**src/rtl/axis_sim_pkg.sv**
```systemverilog
// Shared constants for the simulation AXI4-Stream frame source: beat geometry,
// tuser field offsets, FSM encoding and NetFPGA one-hot port codes.
package axis_sim_pkg;

    localparam int BEAT_BYTES = 32;
    localparam int LANE_BYTES = 4;

    localparam int LEN_LSB = 0;
    localparam int SRC_LSB = 16;
    localparam int DST_LSB = 24;

    localparam logic [1:0] ST_IDLE = 2'd0;
    localparam logic [1:0] ST_SEND = 2'd1;
    localparam logic [1:0] ST_GAP  = 2'd2;
    localparam logic [1:0] ST_DONE = 2'd3;

    localparam logic [7:0] NF0  = 8'h01;
    localparam logic [7:0] DMA0 = 8'h02;
    localparam logic [7:0] NF1  = 8'h04;
    localparam logic [7:0] DMA1 = 8'h08;
    localparam logic [7:0] NF2  = 8'h10;
    localparam logic [7:0] DMA2 = 8'h20;
    localparam logic [7:0] NF3  = 8'h40;
    localparam logic [7:0] DMA3 = 8'h80;

    function automatic logic [15:0] clamp_len(input logic [15:0] len, input int lo, input int hi);
        if (int'(len) < lo) return 16'(lo);
        if (int'(len) > hi) return 16'(hi);
        return len;
    endfunction

endpackage

```
**src/rtl/axis_sim_keep_calc.sv**
```systemverilog
// Maps (frame length, beat index) to the byte-enable mask and end-of-frame flag.
module axis_sim_keep_calc
    import axis_sim_pkg::*;
#(
    parameter int BYTES = BEAT_BYTES
) (
    input  logic [15:0]      len,
    input  logic [5:0]       beat,
    output logic [BYTES-1:0] keep,
    output logic             last
);

    logic [15:0] last_beat;
    logic [15:0] rem;

    always_comb begin
        last_beat = 16'((32'(len) + BYTES - 1) / BYTES - 1);
        rem       = 16'(32'(len) % BYTES);
        last      = ({10'd0, beat} == last_beat);
        keep      = '0;
        // A partial final beat enables only the low rem bytes.
        for (int i = 0; i < BYTES; i++) begin
            keep[i] = !last || (rem == 16'd0) || (16'(i) < rem);
        end
    end

endmodule

```
**src/rtl/axis_sim_pkt_gen.sv**
```systemverilog
// Simulation-only AXI4-Stream source: emits a programmed burst of Ethernet-sized
// frames carrying NetFPGA tuser metadata, with optional idle gaps between frames.
module axis_sim_pkt_gen
    import axis_sim_pkg::*;
#(
    parameter int C_M_AXIS_DATA_WIDTH  = 256,
    parameter int C_M_AXIS_TUSER_WIDTH = 128,
    parameter int C_MIN_LEN            = 60,
    parameter int C_MAX_LEN            = 1518
) (
    input  logic                              axis_aclk,
    input  logic                              reset,
    input  logic                              start,
    input  logic [15:0]                       num_pkts,
    input  logic [15:0]                       pkt_len,
    input  logic [7:0]                        src_port,
    input  logic [7:0]                        gap_cycles,
    output logic [C_M_AXIS_DATA_WIDTH-1:0]    m_axis_tdata,
    output logic [C_M_AXIS_DATA_WIDTH/8-1:0]  m_axis_tkeep,
    output logic [C_M_AXIS_TUSER_WIDTH-1:0]   m_axis_tuser,
    output logic                              m_axis_tvalid,
    input  logic                              m_axis_tready,
    output logic                              m_axis_tlast,
    output logic                              busy,
    output logic                              done,
    output logic [15:0]                       pkt_count
);

    localparam int BYTES = C_M_AXIS_DATA_WIDTH / 8;
    localparam int LANES = BYTES / LANE_BYTES;

    logic [1:0]  state_q, state_d;
    logic [15:0] num_q, num_d;
    logic [15:0] len_q, len_d;
    logic [7:0]  src_q, src_d;
    logic [7:0]  gap_q, gap_d;
    logic [7:0]  gap_cnt_q, gap_cnt_d;
    logic [5:0]  beat_q, beat_d;
    logic [15:0] pkt_count_q, pkt_count_d;

    logic [BYTES-1:0] keep;
    logic             last;
    logic             send;
    logic             fire;

    axis_sim_keep_calc #(.BYTES(BYTES)) u_keep_calc (
        .len  (len_q),
        .beat (beat_q),
        .keep (keep),
        .last (last)
    );

    assign send = (state_q == ST_SEND);
    assign fire = send && m_axis_tready;

    always_comb begin
        state_d     = state_q;
        num_d       = num_q;
        len_d       = len_q;
        src_d       = src_q;
        gap_d       = gap_q;
        gap_cnt_d   = gap_cnt_q;
        beat_d      = beat_q;
        pkt_count_d = pkt_count_q;
        case (state_q)
            ST_IDLE: begin
                if (start) begin
                    pkt_count_d = '0;
                    beat_d      = '0;
                    if (num_pkts != 16'd0) begin
                        num_d   = num_pkts;
                        len_d   = clamp_len(pkt_len, C_MIN_LEN, C_MAX_LEN);
                        src_d   = src_port;
                        gap_d   = gap_cycles;
                        state_d = ST_SEND;
                    end else begin
                        state_d = ST_DONE;
                    end
                end
            end
            ST_SEND: begin
                if (fire) begin
                    if (last) begin
                        beat_d      = '0;
                        pkt_count_d = pkt_count_q + 16'd1;
                        if (pkt_count_q + 16'd1 == num_q) begin
                            state_d = ST_DONE;
                        end else if (gap_q == 8'd0) begin
                            state_d = ST_SEND;
                        end else begin
                            gap_cnt_d = gap_q;
                            state_d   = ST_GAP;
                        end
                    end else begin
                        beat_d = beat_q + 6'd1;
                    end
                end
            end
            ST_GAP: begin
                gap_cnt_d = gap_cnt_q - 8'd1;
                if (gap_cnt_q <= 8'd1) state_d = ST_SEND;
            end
            ST_DONE: state_d = ST_IDLE;
            default: state_d = ST_IDLE;
        endcase
    end

    always_ff @(posedge axis_aclk) begin
        if (reset) begin
            state_q     <= ST_IDLE;
            num_q       <= '0;
            len_q       <= '0;
            src_q       <= '0;
            gap_q       <= '0;
            gap_cnt_q   <= '0;
            beat_q      <= '0;
            pkt_count_q <= '0;
        end else begin
            state_q     <= state_d;
            num_q       <= num_d;
            len_q       <= len_d;
            src_q       <= src_d;
            gap_q       <= gap_d;
            gap_cnt_q   <= gap_cnt_d;
            beat_q      <= beat_d;
            pkt_count_q <= pkt_count_d;
        end
    end

    // Outputs come straight from registered state, so they hold while stalled.
    always_comb begin
        m_axis_tdata = '0;
        for (int l = 0; l < LANES; l++) begin
            m_axis_tdata[32*l +: 32] = {pkt_count_q, 10'd0, beat_q};
        end
        for (int b = 0; b < BYTES; b++) begin
            if (!(send && keep[b])) m_axis_tdata[8*b +: 8] = 8'h00;
        end
        m_axis_tuser = '0;
        if (send) begin
            m_axis_tuser[LEN_LSB +: 16] = len_q;
            m_axis_tuser[SRC_LSB +: 8]  = src_q;
            m_axis_tuser[DST_LSB +: 8]  = 8'h00;
        end
    end

    assign m_axis_tkeep  = send ? keep : '0;
    assign m_axis_tlast  = send && last;
    assign m_axis_tvalid = send;
    assign busy          = (state_q == ST_SEND) || (state_q == ST_GAP);
    assign done          = (state_q == ST_DONE);
    assign pkt_count     = pkt_count_q;

endmodule

```
**config.mk**
```make
export PLATFORM = sky130hd
export DESIGN_NAME = axis_sim_pkt_gen
export DESIGN_NICKNAME = d
export VERILOG_FILES = /design/src/rtl/axis_sim_pkg.sv /design/src/rtl/axis_sim_keep_calc.sv /design/src/rtl/axis_sim_pkt_gen.sv
export SDC_FILE = /design/constraint.sdc
export NUM_CORES = 1
export LEC_CHECK = 0
export CORE_AREA = 2 2 188 190
export DETAILED_ROUTE_END_ITERATION = 10
export DIE_AREA = 0 0 190 192
export GPL_ROUTABILITY_DRIVEN = 0
export SLEW_MARGIN = 5
export SYNTH_ARGS = -nofsm -noshare
export SYNTH_HDL_FRONTEND = slang
export SYNTH_HIERARCHICAL = 1
export SYNTH_SLANG_ARGS = --single-unit
```
**constraint.sdc**
```tcl
create_clock -name axis_aclk -period 12.35 [get_ports axis_aclk]
set_input_delay 3.0875 -clock axis_aclk [delete_from_list [all_inputs] [get_ports axis_aclk]]
set_output_delay 3.0875 -clock axis_aclk [all_outputs]
set_load 0.1 [all_outputs]
```
Word level (Yosys, flattened, before mapping). Cells that the tools add are included.

Register bits: 80. Input bits: 52. Output and inout port bits: 436.

Add/sub/neg operators: 6. Order comparisons: 35. Eq/ne operators: 11. Muxes and demuxes: 60. Reductions and logical operators: 72.

Operators by type and width (number): 8-bit 2-to-1 mux (20); 16-bit 2-to-1 mux (7); 5-bit less-than comparator (first input constant) (16); 6-bit 2-to-1 mux (11); 4-bit by 5-bit less-than comparator with 1-bit output (first input constant) (8); 1-bit logical OR (34); 32-bit 2-to-1 mux (1); 16-bit one-hot mux with 2 select lines (1); 1-bit logical AND (26); 24-bit 2-to-1 mux (1); 21-bit by 1-bit subtractor with 21-bit output (second input constant) (1); 3-bit by 5-bit less-than comparator with 1-bit output (first input constant) (4); 16-bit by 6-bit adder with 17-bit output (second input constant) (1); 16-bit by 1-bit adder with 16-bit output (second input constant) (1); 16-bit equality test (1); 6-bit by 16-bit equality test with 1-bit output (1); 16-bit by 11-bit greater-than comparator with 1-bit output (second input constant) (1); 16-bit logical NOT (1); 16-bit by 6-bit less-than comparator with 1-bit output (second input constant) (1); 8-bit one-hot mux with 2 select lines (1); 16-bit nonzero test (1); 16-bit by 1-bit subtractor with 16-bit output (second input constant) (1); 2-bit 2-to-1 mux (7); 6-bit one-hot mux with 2 select lines (1); 18 further kinds (36).

Logic depth before layout (Yosys ltp).
Depth after elaboration: 11. Gate-level depth with buffers: 21.

Modules after synthesis. Netlist, hierarchy kept.

By module, submodules not included: axis_sim_pkt_gen (instances 1, cells each 997, area an instance 7201.9 sq um, sequential area each 1601.5 sq um); axis_sim_keep_calc (instances 1, cells each 161, area an instance 1049.8 sq um, sequential area each 0.0 sq um).

Worst setup path after synthesis. No wires, ideal clock.

Kind: register to output. From: reg len_q[2]. To: out m_axis_tdata[176]. Data arrival time: 4.307 ns. Data required time: 9.262 ns. Path slack: 4.956 ns. Stages on the path, launching flop included: 17. Buffers on the path: 3. Cell sequence: dfxtp_1 buf_6 or4_4 buf_6 o21ai_0 xor2_1 ha_1 nand2_1 nor3_1 mux2i_1 a211oi_4 mux2_4 a211oi_4 nor2_2 buf_2 o21ai_1 and3_1.

Word-level cells in the longest chain between the ends: 9. Elaborated cells on any way between the ends: 11.

Ends and longest elaborated chain: start, declared (RTL line axis_sim_pkt_gen.sv:34) `logic [15:0] len_q, len_d;`; start signal, assigned (RTL line axis_sim_pkt_gen.sv:121) `len_q <= len_d;`; 16-bit by 6-bit adder with 17-bit output (RTL line axis_sim_keep_calc.sv:17) `last_beat = 16'((32'(len) + BYTES - 1) / BYTES - 1);`; 21-bit by 1-bit subtractor with 21-bit output (RTL line axis_sim_keep_calc.sv:17); 16-bit by 1-bit subtractor with 16-bit output (RTL line axis_sim_keep_calc.sv:17); 6-bit by 16-bit equality test with 1-bit output (RTL line axis_sim_keep_calc.sv:19) `last = ({10'd0, beat} == last_beat);`; 1-bit logical NOT (RTL line axis_sim_keep_calc.sv:23) `keep[i] = !last || (rem == 16'd0) || (16'(i) < rem);`; 1-bit logical OR (RTL line axis_sim_keep_calc.sv:23); 1-bit logical OR * (RTL line axis_sim_keep_calc.sv:23); named net keep[22] (RTL line axis_sim_pkt_gen.sv:41) `logic [BYTES-1:0] keep;`; 1-bit logical AND * (RTL line axis_sim_pkt_gen.sv:137) `if (!(send && keep[b])) m_axis_tdata[8*b +: 8] = 8'h00;`; 8-bit 2-to-1 mux * (RTL line axis_sim_pkt_gen.sv:137); end, declared (RTL line axis_sim_pkt_gen.sv:18) `output logic [C_M_AXIS_DATA_WIDTH-1:0] m_axis_tdata,`.

Mark *: on every way through the listed nets, which the timed path passes. The rest lies on a longest branch.

Worst setup path after layout.
From: reg len_q[2]. To: out m_axis_tdata[16].

The elaborated chain is that of the path after synthesis.

==> results.sh <==
export IMPL_path_cells="or4_4 > o21ai_0 > xor2_1 > ha_1 > nand2_1 > nor3_1 > mux2i_1 > a211oi_4 > mux2i_1 > a211oi_4 > nor2_2 > nand3_1 > and3_1 > clkdlybuf4s50_1"
export IMPL_finalSetupViolations=0
export IMPL_use_met3=0.0252
export IMPL_r2r_slack_ps=6870
export IMPL_relSlewSlack=0.185
export IMPL_status="finished, final reports clean"
export IMPL_final_min_period_over_clock_period=0.759
export IMPL_setup_ws_ps=2970
export IMPL_layout_drive_gt1_share=0.0396
export IMPL_ys_flop_type="dfxtp_1"
export IMPL_pre_cts_slack_ps=3320
export IMPL_cts_clk_slew_worst_paths_ps=60
export IMPL_drt_iter0_drc=578
export IMPL_fin_crit_ps=9380
export IMPL_max_stage_delay_ps=970
export IMPL_drt_pass1_iterations=5
export IMPL_met1_usage=0.213
export IMPL_wire_per_inst_um=17.4
export IMPL_hold_class="flip-flop to flip-flop"
export IMPL_yosys_warnings=6
export IMPL_worstPathArrival_ps=6290
export IMPL_cts_tree="yes"
export IMPL_cts_buffers=9
export IMPL_worstPathRequired_ps=9260
export IMPL_whs_path_depth=2
export IMPL_critPathMaxFanout=25
export IMPL_syn_cell_area_mm2=0.00825
export IMPL_ios=488
export IMPL_start_util=0.241
export IMPL_ys_ff_latch=80
export IMPL_ctsResizeCount=0
export IMPL_finalSetupTns_ps=0
export IMPL_clk_latency_ps=350
export IMPL_antenna_found_initial=1
export IMPL_yosysTopAreaCell="dfxtp_1"
export IMPL_syn_inst=1158
export IMPL_maxCapViolations=0
export IMPL_fp_row_count=68
export IMPL_cts_root_buf="clkbuf_16"
export IMPL_p_per_area_mw_per_mm2=216
export IMPL_viasPerCell=4.57
export IMPL_gr_usage_met2=0.276
export IMPL_fin_skew_ps=13.0
export IMPL_die_area_mm2=0.0365
export IMPL_report_final_slew_viol_count=0
export IMPL_cts_buffer_depth=2
export IMPL_cts_setup_buffers=0
export IMPL_grt_pass1_wl_mm=45.4
export IMPL_track_usage=0.164
export IMPL_synth_edf_count=0
export IMPL_yosys_cell_types_count=85
export IMPL_hpwl_mm=24.2
export IMPL_timing_fmax_mhz=107
export IMPL_avgSynthCellArea_um2=7.13
export IMPL_hold_buffers=0
export IMPL_postSynth_asyncResetShare=0
export IMPL_synth_top_area_frac=0.194
export IMPL_grt_max_degree=145
export IMPL_vias=8442
export IMPL_timing_rr_end="pkt_count[13]"
export IMPL_start_kind="flip-flop"
export IMPL_rr_worst_depth=17
export IMPL_r2r_start="len_q[2]"
export IMPL_p_leak_nw=4.82
export IMPL_hold_start="src_q[3]"
export IMPL_htreeDepth=3
export IMPL_hold_viol_final=0
export IMPL_area_growth_pct=34.5
export IMPL_nets=1445
export IMPL_wirelength_mm=32.1
export IMPL_grt_pass1_vias=7182
export IMPL_ant_nets=0
export IMPL_min_to="src_q[3]"
export IMPL_rsz0062_at_grt="no"
export IMPL_fp_dieH_um=192
export IMPL_clock_sinks=80
export IMPL_placeableCoreArea_mm2=0.0343
export IMPL_synth_area_leaders="dfxtp_1, buf_4, and3_1"
export IMPL_drcViolationCount=0
export IMPL_tightest_slew_ps=1210
export IMPL_busiest_layer="met2"
export IMPL_seq_area_frac_synth=0.194
export IMPL_worst_setup_path_type="flip-flop to output pin"
export IMPL_die_x_um=190
export IMPL_io_buffers=303
export IMPL_crit_path_top_delay_cell="clkdlybuf4s50_1"
export IMPL_end_kind="output pin"
export IMPL_vdd_drop_max_mv=0.172
export IMPL_grt_overflow_total=0
cells in the mapped netlist (all sizes together) (3+ instances only):
cell     instances
a211oi          10
o31ai           13
a21oi           55
ha               9
or3              4
o211ai           7
a211o            3
nand3           27
or4              5
a31oi            3
nand2b           4
dfxtp           80
a41oi            3
nor3            28
nor2b           14
or2              3
and3           184
nor3b            4
inv             16
buf            200
o21ai           38
xor2            16
clkbuf          78
nor2            68
nand3b           5
o2bb2ai          5
nand4           15
and4             4
and2            65
o2111ai          4
xnor2           19
mux2i            8
nand2          113
nor4            12
report_power, final:
part / total (mW) / internal [mW] / switching [mW]
combinational: 1.77 / 0.373 / 1.40
clock: 0.264 / 0.145 / 0.120
sequential: 0.365 / 0.297 / 0.0684
cells in the final DEF, fill, tap and decap left out, types with 14 or more instances in the layout:
cell,n
nor2_1,67
o21ai_0,26
nor2b_1,14
nand2_1,112
xnor2_1,18
nand3_1,27
conb_1,185
dfxtp_1,80
and3_1,182
xor2_1,16
and2_1,65
nand4_1,14
a21oi_1,54
nor3_1,26
inv_1,15
clkdlybuf4s50_1,302
registers in the layout, summed over array words and instances, names as in the netlist:
signal / count
src_q: 8
num_q: 16
state_q: 2
pkt_count: 16
beat_q: 6
gap_cnt_q: 8
gap_q: 8
len_q: 16
cells by family (layout without fill, tap and decap cells):
logic type / count (synthesis) / after routing / share of synthesized area
AND/OR/NAND/NOR: 561 / 561 / 0.374
buffers and inverters: 295 / 343 / 0.227
AO/OA/AOI/OAI: 165 / 165 / 0.137
flip-flops: 80 / 80 / 0.194
XOR/XNOR: 36 / 36 / 0.0408
adder cells (fa/ha/maj): 10 / 10 / 0.0149
multiplexers: 9 / 9 / 0.0115
other: 2 / 189 / 0.000910
cell type report:
class | count | area [µm²]
multi-input combinational | 966 | 5480
timing repair buffer | 311 | 3090
antenna | 4 | 10.0
fill | 3664 | 23200
clock inverter | 6 | 47.5
inverter | 16 | 60.1
tap | 455 | 569
sequential | 80 | 1600
clock buffer | 10 | 239
per-stage QoR:
step	utilization	instances	power, mW	instance area, µm²	hold WS, ps
2_1_floorplan	-	1341	1.82	8940	432
3_3_place_gp	0.315	1828	2.13	10800	437
3_5_place_dp	0.315	1828	2.14	10800	444
4_1_cts	0.323	1844	2.41	11100	454
5_1_grt	0.323	1844	2.52	11100	469
6_report	0.324	1848	2.40	11100	451
layer usage:
layer / routed length [µm] / share of wire
met1: 13800 / 0.43
met2: 15200 / 0.47
met3: 2340 / 0.073
met4: 826 / 0.026
met5: 0 / 0
worst max path at each step:
| stage | from | cells after the start | endpoint | slack, ps |
|---|---|---|---|---|
| 2_1_floorplan | len_q[2] | 16 | m_axis_tdata[176] | 4960 |
| 3_3_place_gp | len_q[3] | 14 | m_axis_tdata[16] | 3490 |
| 3_5_place_dp | len_q[3] | 14 | m_axis_tdata[16] | 3320 |
| 4_1_cts | len_q[3] | 14 | m_axis_tdata[16] | 2920 |
| 5_1_grt | len_q[2] | 14 | m_axis_tdata[17] | 2540 |
| 6_report | len_q[2] | 14 | m_axis_tdata[16] | 2970 |
critical path, delay by kind of cell, from the launching register on:
kind | cells | cell delay (ps)
simple gates | 6 | 2700
buf+inv | 1 | 970
compound gates | 3 | 760
mux | 2 | 510
flops | 1 | 490
fa+ha+maj | 1 | 300
xor+xnor | 1 | 190
Note: power is estimated with default switching activity, not from simulation.
